<file path="config.mk">
export PLATFORM = sky130hd
export DESIGN_NAME = seq_divider_flat
export DESIGN_NICKNAME = d
export VERILOG_FILES = /design/src/rtl/seq_divider_if.sv /design/src/rtl/seq_divider.sv /design/src/flat_wrapper.sv
export SDC_FILE = /design/constraint.sdc
export NUM_CORES = 1
export LEC_CHECK = 0
export ABC_AREA = 0
export ABC_CLOCK_PERIOD_IN_PS = 3300
export CORE_MARGIN = 2
export CORE_UTILIZATION = 40
export DETAILED_ROUTE_END_ITERATION = 8
export GPL_ROUTABILITY_DRIVEN = 0
export PLACE_DENSITY = 0.72
export SLEW_MARGIN = 10
export SYNTH_ARGS = -nofsm -noshare
export SYNTH_HDL_FRONTEND = slang
export SYNTH_SLANG_ARGS = --single-unit
</file>
<file path="constraint.sdc">
create_clock -name CLK -period 3.3 [get_ports CLK]
set_input_delay 0.33 -clock CLK [delete_from_list [all_inputs] [get_ports CLK]]
set_output_delay 0.33 -clock CLK [all_outputs]
set_load 0.02 [all_outputs]
</file>
<file path="src/rtl/seq_divider_if.sv">
// Start/busy/done handshake and operand/result bus for seq_divider.
interface seq_divider_if #(
  parameter int NDIVIDEND = 36,
  parameter int NDIVISOR  = 18
);
  logic                 START;
  logic [NDIVIDEND-1:0] DIVIDEND;
  logic [NDIVISOR-1:0]  DIVISOR;
  logic                 BUSY;
  logic                 DONE;
  logic [NDIVIDEND-1:0] QUOTIENT;
  logic [NDIVISOR-1:0]  REMAINDER;
  logic                 DIV_BY_ZERO;

  modport master (
    output START, DIVIDEND, DIVISOR,
    input  BUSY, DONE, QUOTIENT, REMAINDER, DIV_BY_ZERO
  );

  modport slave (
    input  START, DIVIDEND, DIVISOR,
    output BUSY, DONE, QUOTIENT, REMAINDER, DIV_BY_ZERO
  );
endinterface

</file>
<file path="src/rtl/seq_divider.sv">
// Iterative restoring divider, one quotient bit per clock, MSB first.
// SEQ_DIVIDER_SIGNED_EN: two's-complement operands with a FIX sign-correction state.
module seq_divider #(
  parameter int NDIVIDEND = 36,
  parameter int NDIVISOR  = 18
) (
  input logic          CLK,
  input logic          RST_N,
  seq_divider_if.slave bus
);
  localparam int CW = $clog2(NDIVIDEND);
  localparam logic [CW-1:0] LAST = CW'(NDIVIDEND - 1);

`ifdef SEQ_DIVIDER_SIGNED_EN
  typedef enum logic [2:0] {IDLE, RUN, ZERO, FIX, FIN} state_t;
`else
  typedef enum logic [1:0] {IDLE, RUN, ZERO, FIN} state_t;
`endif

  state_t               state;
  logic [CW-1:0]        count;
  logic [NDIVISOR-1:0]  rem;
  logic [NDIVISOR-1:0]  dvsr;
  logic [NDIVIDEND-1:0] dq;
  logic [NDIVIDEND-1:0] opa;
  logic [NDIVISOR-1:0]  opb;
  logic [NDIVISOR:0]    rem_sh;
  logic [NDIVISOR-1:0]  rem_nx;
  logic [NDIVIDEND-1:0] dq_nx;
  logic                 q_bit;
`ifdef SEQ_DIVIDER_SIGNED_EN
  logic                 q_neg;
  logic                 r_neg;
`endif

  // Dividend shifts out of dq's MSB while quotient bits shift into its LSB.
  always_comb begin
`ifdef SEQ_DIVIDER_SIGNED_EN
    opa = bus.DIVIDEND[NDIVIDEND-1] ? -bus.DIVIDEND : bus.DIVIDEND;
    opb = bus.DIVISOR[NDIVISOR-1] ? -bus.DIVISOR : bus.DIVISOR;
`else
    opa = bus.DIVIDEND;
    opb = bus.DIVISOR;
`endif
    rem_sh = {rem, dq[NDIVIDEND-1]};
    q_bit  = (rem_sh >= {1'b0, dvsr});
    rem_nx = q_bit ? NDIVISOR'(rem_sh - {1'b0, dvsr}) : rem_sh[NDIVISOR-1:0];
    dq_nx  = {dq[NDIVIDEND-2:0], q_bit};
  end

  always_ff @(posedge CLK) begin
    if (!RST_N) begin
      state           <= IDLE;
      count           <= '0;
      rem             <= '0;
      dvsr            <= '0;
      dq              <= '0;
`ifdef SEQ_DIVIDER_SIGNED_EN
      q_neg           <= 1'b0;
      r_neg           <= 1'b0;
`endif
      bus.BUSY        <= 1'b0;
      bus.DONE        <= 1'b0;
      bus.QUOTIENT    <= '0;
      bus.REMAINDER   <= '0;
      bus.DIV_BY_ZERO <= 1'b0;
    end else begin
      case (state)
        IDLE, FIN: begin
          bus.DONE <= 1'b0;
          if (bus.START) begin
            dq              <= opa;
            dvsr            <= opb;
            rem             <= '0;
            count           <= '0;
            bus.DIV_BY_ZERO <= 1'b0;
            bus.BUSY        <= 1'b1;
`ifdef SEQ_DIVIDER_SIGNED_EN
            q_neg           <= bus.DIVIDEND[NDIVIDEND-1] ^ bus.DIVISOR[NDIVISOR-1];
            r_neg           <= bus.DIVIDEND[NDIVIDEND-1];
`endif
            state           <= (bus.DIVISOR == '0) ? ZERO : RUN;
          end else begin
            state <= IDLE;
          end
        end
        RUN: begin
          dq    <= dq_nx;
          rem   <= rem_nx;
          count <= count + 1'b1;
          if (count == LAST) begin
`ifdef SEQ_DIVIDER_SIGNED_EN
            state <= FIX;
`else
            bus.QUOTIENT  <= dq_nx;
            bus.REMAINDER <= rem_nx;
            bus.DONE      <= 1'b1;
            bus.BUSY      <= 1'b0;
            state         <= FIN;
`endif
          end
        end
`ifdef SEQ_DIVIDER_SIGNED_EN
        FIX: begin
          bus.QUOTIENT  <= q_neg ? -dq : dq;
          bus.REMAINDER <= r_neg ? -rem : rem;
          bus.DONE      <= 1'b1;
          bus.BUSY      <= 1'b0;
          state         <= FIN;
        end
`endif
        ZERO: begin
          bus.QUOTIENT    <= '1;
          bus.REMAINDER   <= '0;
          bus.DIV_BY_ZERO <= 1'b1;
          bus.DONE        <= 1'b1;
          bus.BUSY        <= 1'b0;
          state           <= FIN;
        end
        default: state <= IDLE;
      endcase
    end
  end
endmodule

</file>
<file path="src/flat_wrapper.sv">
// flat-port wrapper written by rule: the top's interface ports become plain ports
module seq_divider_flat 
#(
  parameter int NDIVIDEND = 36,
  parameter int NDIVISOR  = 18
)
  (CLK, RST_N, bus_START, bus_DIVIDEND, bus_DIVISOR, bus_BUSY, bus_DONE, bus_QUOTIENT, bus_REMAINDER, bus_DIV_BY_ZERO);
  seq_divider_if #(.NDIVIDEND(NDIVIDEND), .NDIVISOR(NDIVISOR)) bus_i ();
  input logic CLK;
  input logic RST_N;
  input wire logic [$bits(bus_i.START)-1:0] bus_START;
  input wire logic [$bits(bus_i.DIVIDEND)-1:0] bus_DIVIDEND;
  input wire logic [$bits(bus_i.DIVISOR)-1:0] bus_DIVISOR;
  output wire logic [$bits(bus_i.BUSY)-1:0] bus_BUSY;
  output wire logic [$bits(bus_i.DONE)-1:0] bus_DONE;
  output wire logic [$bits(bus_i.QUOTIENT)-1:0] bus_QUOTIENT;
  output wire logic [$bits(bus_i.REMAINDER)-1:0] bus_REMAINDER;
  output wire logic [$bits(bus_i.DIV_BY_ZERO)-1:0] bus_DIV_BY_ZERO;
  assign bus_i.START = bus_START;
  assign bus_i.DIVIDEND = bus_DIVIDEND;
  assign bus_i.DIVISOR = bus_DIVISOR;
  assign bus_BUSY = bus_i.BUSY;
  assign bus_DONE = bus_i.DONE;
  assign bus_QUOTIENT = bus_i.QUOTIENT;
  assign bus_REMAINDER = bus_i.REMAINDER;
  assign bus_DIV_BY_ZERO = bus_i.DIV_BY_ZERO;
  seq_divider #(.NDIVIDEND(NDIVIDEND), .NDIVISOR(NDIVISOR)) u_core (.CLK(CLK), .RST_N(RST_N), .bus(bus_i));
endmodule
</file>
# Word level (Yosys, flattened, before mapping)
# Cells that the tools add are included.
# classes
multipliers	0
n_addsub	2
eq_ne	6
bitwise	0
shift	0
n_lt_le_gt_ge	1
reduce_logical	11
div_mod_pow	0
mux	22
# ops
op	count
case mux 36 bit (2 select lines)	2
two-way mux 36 bit	2
case mux 18 bit (2 select lines)	2
two-way mux 18 bit	3
>= comparator 19 x 18 -> 1 bit	1
logical NOT 18 bit	1
subtractor 18 bit	1
case mux 6 bit (2 select lines)	1
AND reduction 2 bit	5
adder 6 x 1 -> 6 bit, second input constant	1
equality test 6 bit, second input constant	1
two-way mux 2 bit	3
two-way mux 6 bit	1
case mux 1 bit (3 select lines)	2
case mux 2 bit (3 select lines)	1
nonzero test 2 bit	3
equality test 2 bit, second input constant	2
two-way mux 1 bit	4
equality test 2 x 1 -> 1 bit, second input constant	1
logical NOT 2 bit	1
!= test 2 x 1 -> 1 bit, second input constant	1
!= test 2 bit, second input constant	1
case mux 1 bit (2 select lines)	1
OR reduction 2 bit	1
# totals
ram_bits	0
regBits	137
mem_count	0
latch_bits	0
mem_bits_ro	0
out_inout_bits	57
in_bits	57

# Longest topological paths before layout
# logic_depth
word_depth	4
ltp_mapped	11
mapped_depth_nobuf	10

# Least setup slack after synthesis
# Ideal clock, no wire load.
# synth_path
kind	register to register
startpoint	register u_core.dvsr[14]
endpoint	register u_core.bus.REMAINDER[1]
setup_ns	0.069
slack_ns	1.148
arrival_time_ns	2.083
path_buffers	1
stages_incl_launch_ff	11
synth_period_minus_slack_ns	2.152
path_cell_list	dfxtp_1 inv_1 ha_1 and2_2 and3_1 nand2_1 nand3_1 a31oi_4 buf_6 mux2_4 o21ai_1
# synth_between
elab_chain_len	4
# synth_rtl
element	line	rtl
start, declared	seq_divider.sv:23	logic [NDIVISOR-1:0] dvsr;
start signal, assigned	seq_divider.sv:73	dvsr <= opb;
>= comparator 19 x 18 -> 1 bit	seq_divider.sv:46	q_bit = (rem_sh >= {1'b0, dvsr});
two-way mux 18 bit	seq_divider.sv:47	rem_nx = q_bit ? NDIVISOR'(rem_sh - {1'b0, dvsr}) : rem_sh[NDIVISOR-1:0];
two-way mux 18 bit	seq_divider.sv:91	if (count == LAST) begin
case mux 18 bit (2 select lines)	seq_divider.sv:68	case (state)
end signal, assigned	seq_divider.sv:96	bus.REMAINDER <= rem_nx;
end, declared	seq_divider_if.sv:22	output BUSY, DONE, QUOTIENT, REMAINDER, DIV_BY_ZERO
# Every way passes these cells. The select of a mux whose other input is x is not followed.
# A chain may end at the register's enable or synchronous reset.

# Worst setup path in the final report
# layout_path
startpoint	register u_core.dvsr[14]
endpoint	register u_core.rem[8]
# layout_between
elab_chain_len	3
# layout_rtl
element	line	rtl
>= comparator 19 x 18 -> 1 bit	seq_divider.sv:46	
two-way mux 18 bit	seq_divider.sv:47	
case mux 18 bit (2 select lines)	seq_divider.sv:68	
end signal, assigned	seq_divider.sv:89	rem <= rem_nx;
end, declared	seq_divider.sv:22	logic [NDIVISOR-1:0] rem;
# Every way passes these cells.

==> flow_summary.json <==
{
  "antenna_cells": 0,
  "dr.pass1.iters": 5,
  "cp_max_fo": 12,
  "ys_types": 55,
  "cts-resized-gates": 0,
  "numPortBuffers": 113,
  "rows": 47,
  "root_buffer": "clkbuf_16",
  "cts.sinks": 137,
  "slew_viol_final": 0,
  "combPwrFrac": 0.570,
  "cp-start-kind": "register",
  "wl_per_cell_microns": 15.98,
  "ys_seq_area_frac": 0.4065,
  "endpoint_kind": "register",
  "drt_iter0_markers": 411,
  "total_power_mw": 10.51,
  "intPower_mw": 5.857,
  "synth_top_area_share": 0.4065,
  "min_period_ns": 2.747,
  "grt_pass1_vias": 5854,
  "highest_layer": "met4",
  "grt_max_degree": 53,
  "avgSynthCellArea_sq_um": 8.259,
  "clockPowerShare": 0.180,
  "worstMarginPinSlew_ns": 0.9035,
  "ant_nets": 0,
  "status": "completed",
  "tns_ns": 0,
  "rsz0062_at_grt": "no",
  "synth-edff-count": 0,
  "vdd_drop_max_v": 0.0006143,
  "drt_wl_total_mm": 18.14,
  "dieArea_sq_um": 17920,
  "yosys_warnings": 0,
  "p_sw_frac": 0.4426,
  "ctsHoldBuffers": 0,
  "grt_pass1_wl_mm": 29.68,
  "drcViolationCount": 0,
  "clkLatencyLatePin_ns": 0.42,
  "reg2reg_depth": 10,
  "ios": 114,
  "finalCritPeriodShare": 0.8325,
  "met1_length_mm": 8.094,
  "maxCapViolCount": 0,
  "dr_wl_met2_mm": 8.615,
  "synthTopCellsByArea": "dfxtp_1, nor3_1, mux2_2",
  "num_vias": 6274,
  "crit_required_ns": 3.56,
  "vias_per_cell": 5.528,
  "die_w_microns": 133.9,
  "rrSetupSlack_ns": 0.55,
  "leakagePower_nw": 3.283,
  "switching_power_mw": 4.651,
  "routed-wl-met3_mm": 1.058,
  "synthArstFlopShare": 0,
  "crit_arrival_ns": 3.01,
  "clock.fmax_ghz": 0.3640,
  "yosys.area.top_type": "dfxtp_1",
  "cts-htree-levels": 4,
  "cts_tree": "yes",
  "dp.final_hpwl_mm": 12.54,
  "synthCells": 817,
  "worstReg2RegStart": "u_core.dvsr[14]",
  "grt.overflow.total": 0,
  "synth_most_common_cell": "dfxtp_1",
  "setup_violations": 0,
  "post_cts_buffers": 0,
  "min_path_type": "register to register",
  "drive_above_1_share": 0.09727,
  "clk_path_buf_depth": 2,
  "synth_common_cells": "dfxtp_1, nand2_1, nor3_1",
  "crit_end": "u_core.rem[8]",
  "relSlewSlack": 0.3936,
  "fp.dieH_microns": 133.9,
  "hold_viol": 0,
  "coreArea_sq_um": 16520,
  "p_seq_frac": 0.250,
  "grt_usage": 0.2034,
  "timing.rr.end": "u_core.rem[8]",
  "synth_ff_type": "dfxtp_1",
  "syn_nets": 896,
  "crit_path_start": "u_core.dvsr[14]",
  "holdWs_ns": 0.4493,
  "netlist_area_sq_um": 6748,
  "antenna_found_initial": 0,
  "fin_nets": 981,
  "area_growth_pct": 27.57,
  "path_clk_slew_ns": 0.06,
  "path_class": "register to register",
  "numCtsBuffers": 17,
  "initial_utilization": 0.4083,
  "p_per_area_nw_per_um2": 1221,
  "finalClockSkew_ns": 0.01247,
  "ys_ff_latch": 137
}
## how the worst min path moves through the flow
| stage | start | end | slack [ns] | cells after the start |
|---|---|---|---|---|
| 2_1_floorplan | u_core.dvsr[10] | u_core.dvsr[10] | 0.44 | 2 |
| 3_3_place_gp | u_core.bus.REMAINDER[0] | u_core.bus.REMAINDER[0] | 0.44 | 2 |
| 3_5_place_dp | u_core.bus.REMAINDER[17] | u_core.bus.REMAINDER[17] | 0.44 | 2 |
| 4_1_cts | u_core.bus.REMAINDER[17] | u_core.bus.REMAINDER[17] | 0.45 | 2 |
| 5_1_grt | u_core.dvsr[3] | u_core.dvsr[3] | 0.47 | 2 |
| 6_report | u_core.bus.REMAINDER[8] | u_core.bus.REMAINDER[8] | 0.45 | 2 |
## layout by cell type (no fill, tap or decap), types with 4 or more instances in the layout
master / netlist / routed
o21ai_0: 36 / 36
nor4_1: 5 / 5
o21a_1: 7 / 7
buf_4: 1 / 15
nor3_1: 76 / 76
ha_1: 21 / 19
mux2i_1: 21 / 21
a21oi_1: 64 / 64
o21ai_1: 19 / 18
nor2_1: 66 / 66
o22ai_1: 31 / 31
clkbuf_16: 0 / 17
o221ai_1: 31 / 31
nand3_1: 9 / 9
clkdlybuf4s50_1: 0 / 113
a211oi_1: 9 / 9
dfxtp_1: 137 / 137
inv_1: 31 / 30
a21o_1: 4 / 4
xor2_1: 8 / 8
nand2b_1: 4 / 4
inv_6: 0 / 5
mux2_2: 32 / 32
nand4_1: 8 / 8
nand2_1: 89 / 89
xnor2_1: 7 / 7
## flip-flops by register name, indices dropped and copies added (netlist names)
name / cells
u_core.bus.DIV_BY_ZERO: 1
u_core.dvsr: 18
u_core.bus.BUSY: 1
u_core.dq: 36
u_core.count: 6
u_core.bus.QUOTIENT: 36
u_core.bus.DONE: 1
u_core.state: 2
u_core.bus.REMAINDER: 18
u_core.rem: 18
## per-layer routing
layer  vias up  track usage
li1       3117            -
met1      2964       0.2594
met2       159       0.3282
met3        34      0.06236
met4         0      0.06797
met5         -            0
## worst max-delay path, cell delays in order (launching register included)
cell and delay (ns):
dfxtp_1 0.34, inv_1 0.05, ha_1 0.37, a21oi_1 0.24, o21ai_1 0.17, nand4_1 0.13, nand3_1 0.15, a31oi_4 0.45
buf_4 0.32, mux2i_1 0.26, o21ai_0 0.10
## power by group through the flow
| stage | registers (mW) | clock network, mW | logic (mW) |
|---|---|---|---|
| finish | 2.62 | 1.89 | 5.99 |
| global route | 2.70 | 1.99 | 6.56 |
| detailed placement | 2.65 | 0 | 5.93 |
| global placement | 2.64 | 0 | 5.85 |
| floorplan | 2.81 | 0 | 4.27 |
| CTS | 2.62 | 1.92 | 5.97 |
## cell families (layout without fill, tap and decap cells)
family,count (synthesis),in the layout,synth area share
compound gates,220,220,0.2047
xor+xnor,15,15,0.01947
fa+ha+maj,22,22,0.04191
buf+inv,93,191,0.05507
flops,137,137,0.4065
mux,54,54,0.08678
simple gates,276,276,0.1856
## cell type report
| class | count | area, sq um |
|---|---|---|
| clock buffers | 18 | 429.2 |
| flip-flops and latches | 137 | 2743 |
| multi-input cells | 587 | 3642 |
| inverters | 31 | 116.4 |
| repair buffers | 128 | 1244 |
| well taps | 220 | 275.3 |
| clock inverters | 14 | 158.9 |
| fillers | 1523 | 7916 |
## metrics by stage
stage               cells  setup slack [ns]  cell area (sq um)    util
global placement     1103            0.7160               8020  0.4853
CTS                  1135            0.5717               8608  0.5209
global route         1135            0.3679               8608  0.5209
finish               1135            0.5526               8608  0.5209
detailed placement   1103            0.6209               8020  0.4853
floorplan             817             1.148               6748       -
Power figures use the tool's default switching activity.
